File: config.mk
export PLATFORM = sky130hd
export DESIGN_NAME = flow_gen
export DESIGN_NICKNAME = d
export VERILOG_FILES = /design/src/rtl/flow_gen_pkg.sv /design/src/rtl/flow_gen_lfsr.sv /design/src/rtl/flow_gen.sv
export SDC_FILE = /design/constraint.sdc
export NUM_CORES = 1
export LEC_CHECK = 0
export CAP_MARGIN = 20
export CORE_ASPECT_RATIO = 0.75
export CORE_UTILIZATION = 35
export DETAILED_ROUTE_END_ITERATION = 7
export PLACE_DENSITY = 0.5
export SLEW_MARGIN = 0
export SYNTH_ARGS = -nofsm -noshare
export SYNTH_HDL_FRONTEND = slang
export SYNTH_SLANG_ARGS = --single-unit
export TNS_END_PERCENT = 30
File: constraint.sdc
create_clock -name clk -period 3.3 [get_ports clk]
set_input_delay 0.825 -clock clk [delete_from_list [all_inputs] [get_ports clk]]
set_output_delay 0.825 -clock clk [all_outputs]
set_load 0.02 [all_outputs]
File: src/rtl/flow_gen_pkg.sv
// flow_gen_pkg: shared definitions for the flow_gen test-pattern source.
//   - register map addresses and reset values
//   - CTRL field positions
//   - pixel pattern and FSM state enums
//   - LFSR tap mask and the seed used when SEED is programmed as 0
package flow_gen_pkg;

    localparam logic [2:0] ADDR_CTRL   = 3'd0;
    localparam logic [2:0] ADDR_WIDTH  = 3'd1;
    localparam logic [2:0] ADDR_HEIGHT = 3'd2;
    localparam logic [2:0] ADDR_GAP    = 3'd3;
    localparam logic [2:0] ADDR_SEED   = 3'd4;
    localparam logic [2:0] ADDR_STATUS = 3'd5;

    localparam int unsigned CTRL_ENABLE_BIT   = 0;
    localparam int unsigned CTRL_THROTTLE_BIT = 1;

    localparam logic [15:0] RST_WIDTH  = 16'd16;
    localparam logic [15:0] RST_HEIGHT = 16'd4;
    localparam logic [15:0] RST_GAP    = 16'd8;

    typedef enum logic [1:0] {
        PAT_COUNTER = 2'b00,
        PAT_CONST   = 2'b01,
        PAT_LFSR    = 2'b10,
        PAT_RAMP    = 2'b11
    } pattern_e;

    typedef enum logic [1:0] {
        IDLE  = 2'd0,
        FRAME = 2'd1,
        GAP   = 2'd2
    } state_e;

    // Right-shifting Fibonacci form of x^16+x^14+x^13+x^11+1: the polynomial
    // terms map onto state bits 0, 2, 3 and 5.
    localparam logic [15:0] LFSR_TAPS         = 16'h002D;
    localparam logic [15:0] LFSR_DEFAULT_SEED = 16'hACE1;

    // Geometry and gap values of 0 behave as 1.
    function automatic logic [15:0] at_least_one(input logic [15:0] v);
        return (v == '0) ? 16'd1 : v;
    endfunction

endpackage

File: src/rtl/flow_gen_lfsr.sv
// flow_gen_lfsr: 16-bit Fibonacci LFSR with synchronous load and step enable.
//   clk, reset_n : clock, synchronous active-low reset
//   load_i       : load seed_i (0xACE1 substituted for a zero seed)
//   seed_i       : seed value
//   en_i         : advance one step (load has priority)
//   value_o      : current LFSR state
module flow_gen_lfsr
    import flow_gen_pkg::*;
(
    input  logic        clk,
    input  logic        reset_n,
    input  logic        load_i,
    input  logic [15:0] seed_i,
    input  logic        en_i,
    output logic [15:0] value_o
);

    logic [15:0] lfsr_q;
    logic [15:0] lfsr_d;
    logic        feedback;

    always_comb begin
        feedback = ^(lfsr_q & LFSR_TAPS);
        lfsr_d   = lfsr_q;
        if (load_i) begin
            // A zero seed would lock the register at zero forever.
            lfsr_d = (seed_i == '0) ? LFSR_DEFAULT_SEED : seed_i;
        end else if (en_i) begin
            lfsr_d = {feedback, lfsr_q[15:1]};
        end
    end

    always_ff @(posedge clk) begin
        if (!reset_n) begin
            lfsr_q <= LFSR_DEFAULT_SEED;
        end else begin
            lfsr_q <= lfsr_d;
        end
    end

    assign value_o = lfsr_q;

endmodule

File: src/rtl/flow_gen.sv
// flow_gen: register-programmed image flow source (out_fv / out_dv / out_data).
//   clk, reset_n        : clock, synchronous active-low reset
//   addr_rel_i, wr_i,
//   datawr_i, rd_i      : slave register port (CTRL, WIDTH, HEIGHT, GAP, SEED, STATUS)
//   datard_o            : registered read data, valid the cycle after rd_i
//   out_fv, out_dv,
//   out_data            : registered flow outputs; data is 0 outside dv cycles
// Geometry, pattern, throttle and seed are shadowed at frame start, so register
// writes during a frame only affect the next one. Flow outputs are registered
// from the FSM state, which puts out_fv two edges after the ENABLE write.
module flow_gen
    import flow_gen_pkg::*;
#(
    parameter int unsigned DATA_WIDTH = 16
) (
    input  logic                  clk,
    input  logic                  reset_n,
    input  logic [2:0]            addr_rel_i,
    input  logic                  wr_i,
    input  logic [31:0]           datawr_i,
    input  logic                  rd_i,
    output logic [31:0]           datard_o,
    output logic                  out_fv,
    output logic                  out_dv,
    output logic [DATA_WIDTH-1:0] out_data
);

    // Programmable registers
    logic [3:0]  ctrl_q,   ctrl_d;
    logic [15:0] width_q,  width_d;
    logic [15:0] height_q, height_d;
    logic [15:0] gap_q,    gap_d;
    logic [15:0] seed_q,   seed_d;
    logic [31:0] datard_q, datard_d;

    // Frame-start shadows
    logic [15:0] sh_width_q,    sh_width_d;
    logic [15:0] sh_height_q,   sh_height_d;
    logic [15:0] sh_seed_q,     sh_seed_d;
    pattern_e    sh_pattern_q,  sh_pattern_d;
    logic        sh_throttle_q, sh_throttle_d;

    // FSM and counters
    state_e                state_q,     state_d;
    logic [15:0]           x_q,         x_d;
    logic [15:0]           y_q,         y_d;
    logic [DATA_WIDTH-1:0] pix_q,       pix_d;
    logic [15:0]           gap_cnt_q,   gap_cnt_d;
    logic [15:0]           frame_cnt_q, frame_cnt_d;

    // Registered flow outputs
    logic                  out_fv_q,   out_fv_d;
    logic                  out_dv_q,   out_dv_d;
    logic [DATA_WIDTH-1:0] out_data_q, out_data_d;

    logic        frame_start;
    logic        pix_valid;
    logic        last_pixel;
    logic        busy;
    logic [15:0] lfsr_value;
    logic        unused_wr_hi;

    assign unused_wr_hi = ^datawr_i[31:16];
    assign busy         = (state_q == FRAME);

    // Zero-extend or truncate a 16-bit quantity to the flow data width.
    function automatic logic [DATA_WIDTH-1:0] fit16(input logic [15:0] v);
        logic [DATA_WIDTH+15:0] ext;
        ext = {{DATA_WIDTH{1'b0}}, v};
        return ext[DATA_WIDTH-1:0];
    endfunction

    flow_gen_lfsr u_lfsr (
        .clk     (clk),
        .reset_n (reset_n),
        .load_i  (frame_start),
        .seed_i  (seed_q),
        .en_i    (busy),
        .value_o (lfsr_value)
    );

    // Register file: reads sample the pre-write values, so a same-cycle
    // write and read of one address returns the old contents.
    always_comb begin
        ctrl_d   = ctrl_q;
        width_d  = width_q;
        height_d = height_q;
        gap_d    = gap_q;
        seed_d   = seed_q;
        datard_d = datard_q;

        if (wr_i) begin
            case (addr_rel_i)
                ADDR_CTRL:   ctrl_d   = datawr_i[3:0];
                ADDR_WIDTH:  width_d  = datawr_i[15:0];
                ADDR_HEIGHT: height_d = datawr_i[15:0];
                ADDR_GAP:    gap_d    = datawr_i[15:0];
                ADDR_SEED:   seed_d   = datawr_i[15:0];
                default:     ;
            endcase
        end

        if (rd_i) begin
            case (addr_rel_i)
                ADDR_CTRL:   datard_d = {28'd0, ctrl_q};
                ADDR_WIDTH:  datard_d = {16'd0, width_q};
                ADDR_HEIGHT: datard_d = {16'd0, height_q};
                ADDR_GAP:    datard_d = {16'd0, gap_q};
                ADDR_SEED:   datard_d = {16'd0, seed_q};
                ADDR_STATUS: datard_d = {15'd0, busy, frame_cnt_q};
                default:     datard_d = '0;
            endcase
        end
    end

    // FSM next state, pixel counters and shadow capture.
    always_comb begin
        state_d       = state_q;
        x_d           = x_q;
        y_d           = y_q;
        pix_d         = pix_q;
        gap_cnt_d     = gap_cnt_q;
        frame_cnt_d   = frame_cnt_q;
        sh_width_d    = sh_width_q;
        sh_height_d   = sh_height_q;
        sh_seed_d     = sh_seed_q;
        sh_pattern_d  = sh_pattern_q;
        sh_throttle_d = sh_throttle_q;
        frame_start   = 1'b0;
        pix_valid     = 1'b0;
        last_pixel    = 1'b0;

        case (state_q)
            IDLE: begin
                if (ctrl_q[CTRL_ENABLE_BIT]) begin
                    state_d     = FRAME;
                    frame_start = 1'b1;
                end
            end
            FRAME: begin
                pix_valid = sh_throttle_q ? lfsr_value[0] : 1'b1;
                if (pix_valid) begin
                    last_pixel = (x_q == sh_width_q - 16'd1) &&
                                 (y_q == sh_height_q - 16'd1);
                    pix_d = pix_q + DATA_WIDTH'(1);
                    if (x_q == sh_width_q - 16'd1) begin
                        x_d = '0;
                        y_d = y_q + 16'd1;
                    end else begin
                        x_d = x_q + 16'd1;
                    end
                    if (last_pixel) begin
                        state_d     = GAP;
                        frame_cnt_d = frame_cnt_q + 16'd1;
                        // Counts down to 0, giving max(GAP,1) cycles in GAP.
                        gap_cnt_d   = at_least_one(gap_q) - 16'd1;
                    end
                end
            end
            GAP: begin
                if (gap_cnt_q == '0) begin
                    if (ctrl_q[CTRL_ENABLE_BIT]) begin
                        state_d     = FRAME;
                        frame_start = 1'b1;
                    end else begin
                        state_d = IDLE;
                    end
                end else begin
                    gap_cnt_d = gap_cnt_q - 16'd1;
                end
            end
            default: state_d = IDLE;
        endcase

        if (frame_start) begin
            x_d           = '0;
            y_d           = '0;
            pix_d         = '0;
            sh_width_d    = at_least_one(width_q);
            sh_height_d   = at_least_one(height_q);
            sh_seed_d     = seed_q;
            sh_pattern_d  = pattern_e'(ctrl_q[3:2]);
            sh_throttle_d = ctrl_q[CTRL_THROTTLE_BIT];
        end
    end

    // Output stage: reflects the FRAME cycle just evaluated.
    always_comb begin
        out_fv_d   = busy;
        out_dv_d   = pix_valid;
        out_data_d = '0;
        if (pix_valid) begin
            case (sh_pattern_q)
                PAT_COUNTER: out_data_d = pix_q;
                PAT_CONST:   out_data_d = fit16(sh_seed_q);
                PAT_LFSR:    out_data_d = fit16(lfsr_value);
                PAT_RAMP:    out_data_d = fit16(x_q);
            endcase
        end
    end

    always_ff @(posedge clk) begin
        if (!reset_n) begin
            ctrl_q        <= '0;
            width_q       <= RST_WIDTH;
            height_q      <= RST_HEIGHT;
            gap_q         <= RST_GAP;
            seed_q        <= '0;
            datard_q      <= '0;
            sh_width_q    <= 16'd1;
            sh_height_q   <= 16'd1;
            sh_seed_q     <= '0;
            sh_pattern_q  <= PAT_COUNTER;
            sh_throttle_q <= 1'b0;
            state_q       <= IDLE;
            x_q           <= '0;
            y_q           <= '0;
            pix_q         <= '0;
            gap_cnt_q     <= '0;
            frame_cnt_q   <= '0;
            out_fv_q      <= 1'b0;
            out_dv_q      <= 1'b0;
            out_data_q    <= '0;
        end else begin
            ctrl_q        <= ctrl_d;
            width_q       <= width_d;
            height_q      <= height_d;
            gap_q         <= gap_d;
            seed_q        <= seed_d;
            datard_q      <= datard_d;
            sh_width_q    <= sh_width_d;
            sh_height_q   <= sh_height_d;
            sh_seed_q     <= sh_seed_d;
            sh_pattern_q  <= sh_pattern_d;
            sh_throttle_q <= sh_throttle_d;
            state_q       <= state_d;
            x_q           <= x_d;
            y_q           <= y_d;
            pix_q         <= pix_d;
            gap_cnt_q     <= gap_cnt_d;
            frame_cnt_q   <= frame_cnt_d;
            out_fv_q      <= out_fv_d;
            out_dv_q      <= out_dv_d;
            out_data_q    <= out_data_d;
        end
    end

    assign datard_o = datard_q;
    assign out_fv   = out_fv_q;
    assign out_dv   = out_dv_q;
    assign out_data = out_data_q;

endmodule

==> qor_table.md <==
| Metric | Value | Unit |
|:---|:---|:---|
| Area share of the leading cell type in the synthesized netlist | 40.1 | % |
| Via count | 11.6k | - |
| Post-synthesis mux area share | 5.92 | % |
| Dominant combinational cell family by area after synthesis | simple AND/OR/NAND/NOR gates | - |
| Max-slew headroom at the worst pin | 34.1 | % |
| Share of cells above drive strength 1 | 11.7 | % |
| Wire length per cell after detailed routing | 19.1 | µm |
| Max capacitance violation total | 0 | - |
| Area leader, netlist | dfxtp_1 | - |
| Max Root-Sink Buffers | 3 | - |
| Most common cell after layout, fill and taps aside | nand2_1 | - |
| Number of standard cells in the layout, taps in and fillers out | 2,149 | - |
| Height of the chip | 166 | µm |
| Post-synth top flop | dfxtp_1 | - |
| Worst reg2reg path endpoint | y_q[15] | - |
| Die Outline Area | 36,700 | µm² |
| Power density normalized to cell area | 455 | nW/µm² |
| Hold path start | sh_seed_q[4] | - |
| Synth Area in Adders | 0.697 | % |
| Category of the critical setup timing path | reg2reg | - |
| Synth-to-layout area growth | 20.3 | % |
| Antenna Violating Nets Remaining | 0 | - |
| Setup repair after global routing missed its margin | yes | - |
| Setup slack at placement | -56.5 | ps |
| Final slew viol count | 0 | - |
| Clock Sinks | 252 | - |
| Final period utilization | 99.5 | % |
| Multi-input logic area | 7150 | µm² |
| Area inside the core boundary | 35,000 | µm² |
| Part of the Yosys area used for sequential elements | 40.1 | % |
| # port buffers | 57 | - |
| Minimum setup slack in the final design | 16.4 | ps |
| Total Nets Final | 1,720 | - |
| Simple-gate area share of the yosys netlist | 26.7 | % |
| Number of DRC violations after detailed routing | 0 | - |
| Detailed placer's ending HPWL | 30,000 | µm |
| Global router's overall resource usage | 22.2 | % |
| Final weighted congestion of routability-driven global placement | 0.913 | - |
| Number of distinct standard cells referenced by the synthesized netlist | 73 | - |
| Clock root cell | clkbuf_16 | - |
| Total of endpoints with negative setup slack in the final report | 0 | - |
| Sink of the worst hold path | sh_seed_q[4] | - |
| Post-synth EDFFs | 0 | - |
| Reg2Reg Launch Point | sh_width_q[1] | - |
| Maximum number of pins on one net before global-route repair | 90 | - |
| Detailed Routing Iterations Pass 1 | 5 | - |
| Post-Syn Area per Cell | 7.86 | µm² |
| Cell depth of the worst flop-to-flop path | 9 | - |
| Post-synthesis share of cell area spent on xor and xnor gates | 5.96 | % |
| Area contributors post-synth | dfxtp_1 (40%), nand2_1 (9.8%), a21oi_1 (7.3%) | - |
| Arrival time reported for the critical path endpoint | 3770 | ps |
| Routed wire length | 41,000 | µm |
| Vias in the first global route | 10.9k | - |
| Initial standard-cell utilization of the core | 35.9 | % |
| Via-to-Cell Ratio | 5.37 | - |
| H-tree depth | 1 | - |
| Syn. warnings | 0 | - |
| Peak fanout along the critical path | 7 | - |
| Leading cell types in the layout, fill and taps excluded | nand2_1 (328), dfxtp_1 (250), a21oi_1 (181) | - |
| CTS buffer count | 28 | - |
| Min cycle time layout | 3280 | ps |
| Core Util, Final | 43.2 | % |
| Cells after DPL | 2,091 | - |
| Worst hold-check slack | 451 | ps |
| Pin slew with the least headroom to its limit | 987 | ps |
| Type of destination of the critical path | register | - |
| Final worst clock skew | 39.2 | ps |
| Die span in x | 221 | µm |
| Setup TNS | 0 | ps |
| Global-route wire length before repair | 64,200 | µm |
| Startpoint class of the critical path | register | - |
| Fill cells | 3,593 | - |
| Worst hold stages | 2 | - |
| Leakage power of the design | 5.47 | nW |
| Minimum setup slack among reg-to-reg paths | 20 | ps |
| Number of design-rule violations left by the first detailed-router iteration | 1,063 | - |
| HP Class | reg2reg | - |
| Maximum clock frequency | 305 | MHz |
| Outcome | completed | - |
| Number of cell rows | 59 | - |
| TritonCTS clock tree | built | - |
| WP data required | 3790 | ps |
| Antenna violations before repair | 0 | - |
| Final Hold Vio Count | 0 | - |
| Post-Syn Area | 12,600 | µm² |
| Async SR Flop Fraction | 0 | % |
| Number of I/O pins | 89 | - |
| Overflow left after global routing | 0 | - |
| Peak ir drop on the vdd network | 311 | µV |
| Combined flip-flop and latch cell area | 5050 | µm² |
| Cell count after synthesis | 1,600 | - |
| Yosys reg bits | 252 | - |
| Worst-path clk slew | 70 | ps |
| Latest clock arrival within the worst-skew pair | 580 | ps |
| Complex-gate fraction of the synthesized area | 16.0 | % |
| Number of inserted diodes | 0 | - |
state kept, by name, indices dropped and copies added, names as in the netlist:
register        count
datard_o           17
frame_cnt_q        16
gap_cnt_q          16
gap_q              16
height_q           16
out_data           16
pix_q              16
seed_q             16
sh_height_q        16
sh_seed_q          16
sh_width_q         16
u_lfsr.value_o     16
width_q            16
x_q                16
y_q                16
ctrl_q              4
sh_pattern_q        2
state_q             2
out_dv              1
out_fv              1
sh_throttle_q       1
per-layer routing:
layer	vias to the layer above	share of wire, %	track usage, %
li1	5690	-	-
met1	5516	51	33.8
met2	296	41	31.9
met3	48	7.0	4.88
met4	0	1.6	4.10
met5	-	0	0
worst max-delay path, cell delays in order (launching register included):
cell	delay [ps]
dfxtp_2	340
or4_4	580
or3_4	350
or2_1	250
a22oi_2	230
nand4_4	210
nor4b_4	410
nand3_2	160
or4_4	540
a21oi_2	130
metrics by stage:
step | power (W) | instance area, µm²
4_1_cts | 0.00695 | 14900
3_5_place_dp | 0.00370 | 14000
5_1_grt | 0.00715 | 15100
3_3_place_gp | 0.00369 | 14000
6_report | 0.00689 | 15100
2_1_floorplan | 0.00349 | 12600
synthesized netlist by cell type (7+ instances only):
library cell and instances:
o221ai_1 7, mux2i_1 26, o21a_1 9, ha_1 7
mux4_2 17, mux2_2 9, and2_1 10, and3_1 32
a211oi_1 8, xnor2_1 38, nor4_1 17, or3_1 17
nand2b_1 18, buf_1 10, a31oi_1 7, dfxtp_1 252
a21o_1 10, nand2_1 329, inv_1 21, clkbuf_1 93
nor3_1 44, nand4_1 15, xor2_1 45, nand3_1 42
or4_1 7, o21ai_0 51, nor2_1 146, buf_4 15
nor2b_1 13, o22ai_1 9, a21oi_1 183, a22oi_1 15
what timing repair did:
| item | 4_1_cts | 5_1_grt |
|---|---|---|
| pin swaps | 0 | 16 |
| gates resized for setup | 2 | 30 |
| endpoints found under the setup margin | 13 | 33 |
| buffers inserted | 0 | 10 |
| hold buffers | 0 | 0 |
| endpoints found under the hold margin | 0 | 0 |
power by group:
part	internal [W]	switching, W	leakage (nW)
clock	0.00193	0.00131	0.459
sequential	0.00308	0.0000471	2.03
combinational	0.000196	0.000330	2.97
total	0.00520	0.00168	5.47
kinds of logic after synthesis:
family                   after synthesis
AND/OR/NAND/NOR                      723
adder cells (fa/ha/maj)                7
other                                  1
AO/OA/AOI/OAI                        342
multiplexers                          52
XOR/XNOR                              84
flip-flops                           252
buffers and inverters                139
worst max path at each step:
stage | cells past startpoint | end | slack (ps) | start
2_1_floorplan | 10 | gap_cnt_q[10] | 260 | sh_width_q[5]
5_1_grt | 12 | y_q[15] | -120 | sh_width_q[0]
4_1_cts | 10 | frame_cnt_q[6] | 5 | sh_width_q[5]
3_5_place_dp | 12 | frame_cnt_q[6] | -60 | sh_width_q[0]
6_report | 9 | y_q[15] | 20 | sh_width_q[1]
3_3_place_gp | 12 | frame_cnt_q[6] | -2 | sh_width_q[0]
layout make-up:
cell class | instances | area share (%)
tap | 457 | 3.78
sequential | 252 | 33.4
clock buffer | 42 | 5.38
inverter | 21 | 0.538
multi-input combinational | 1223 | 47.3
clock inverter | 6 | 0.861
timing repair buffer | 148 | 8.75
Note: power is estimated with default switching activity, not from simulation.
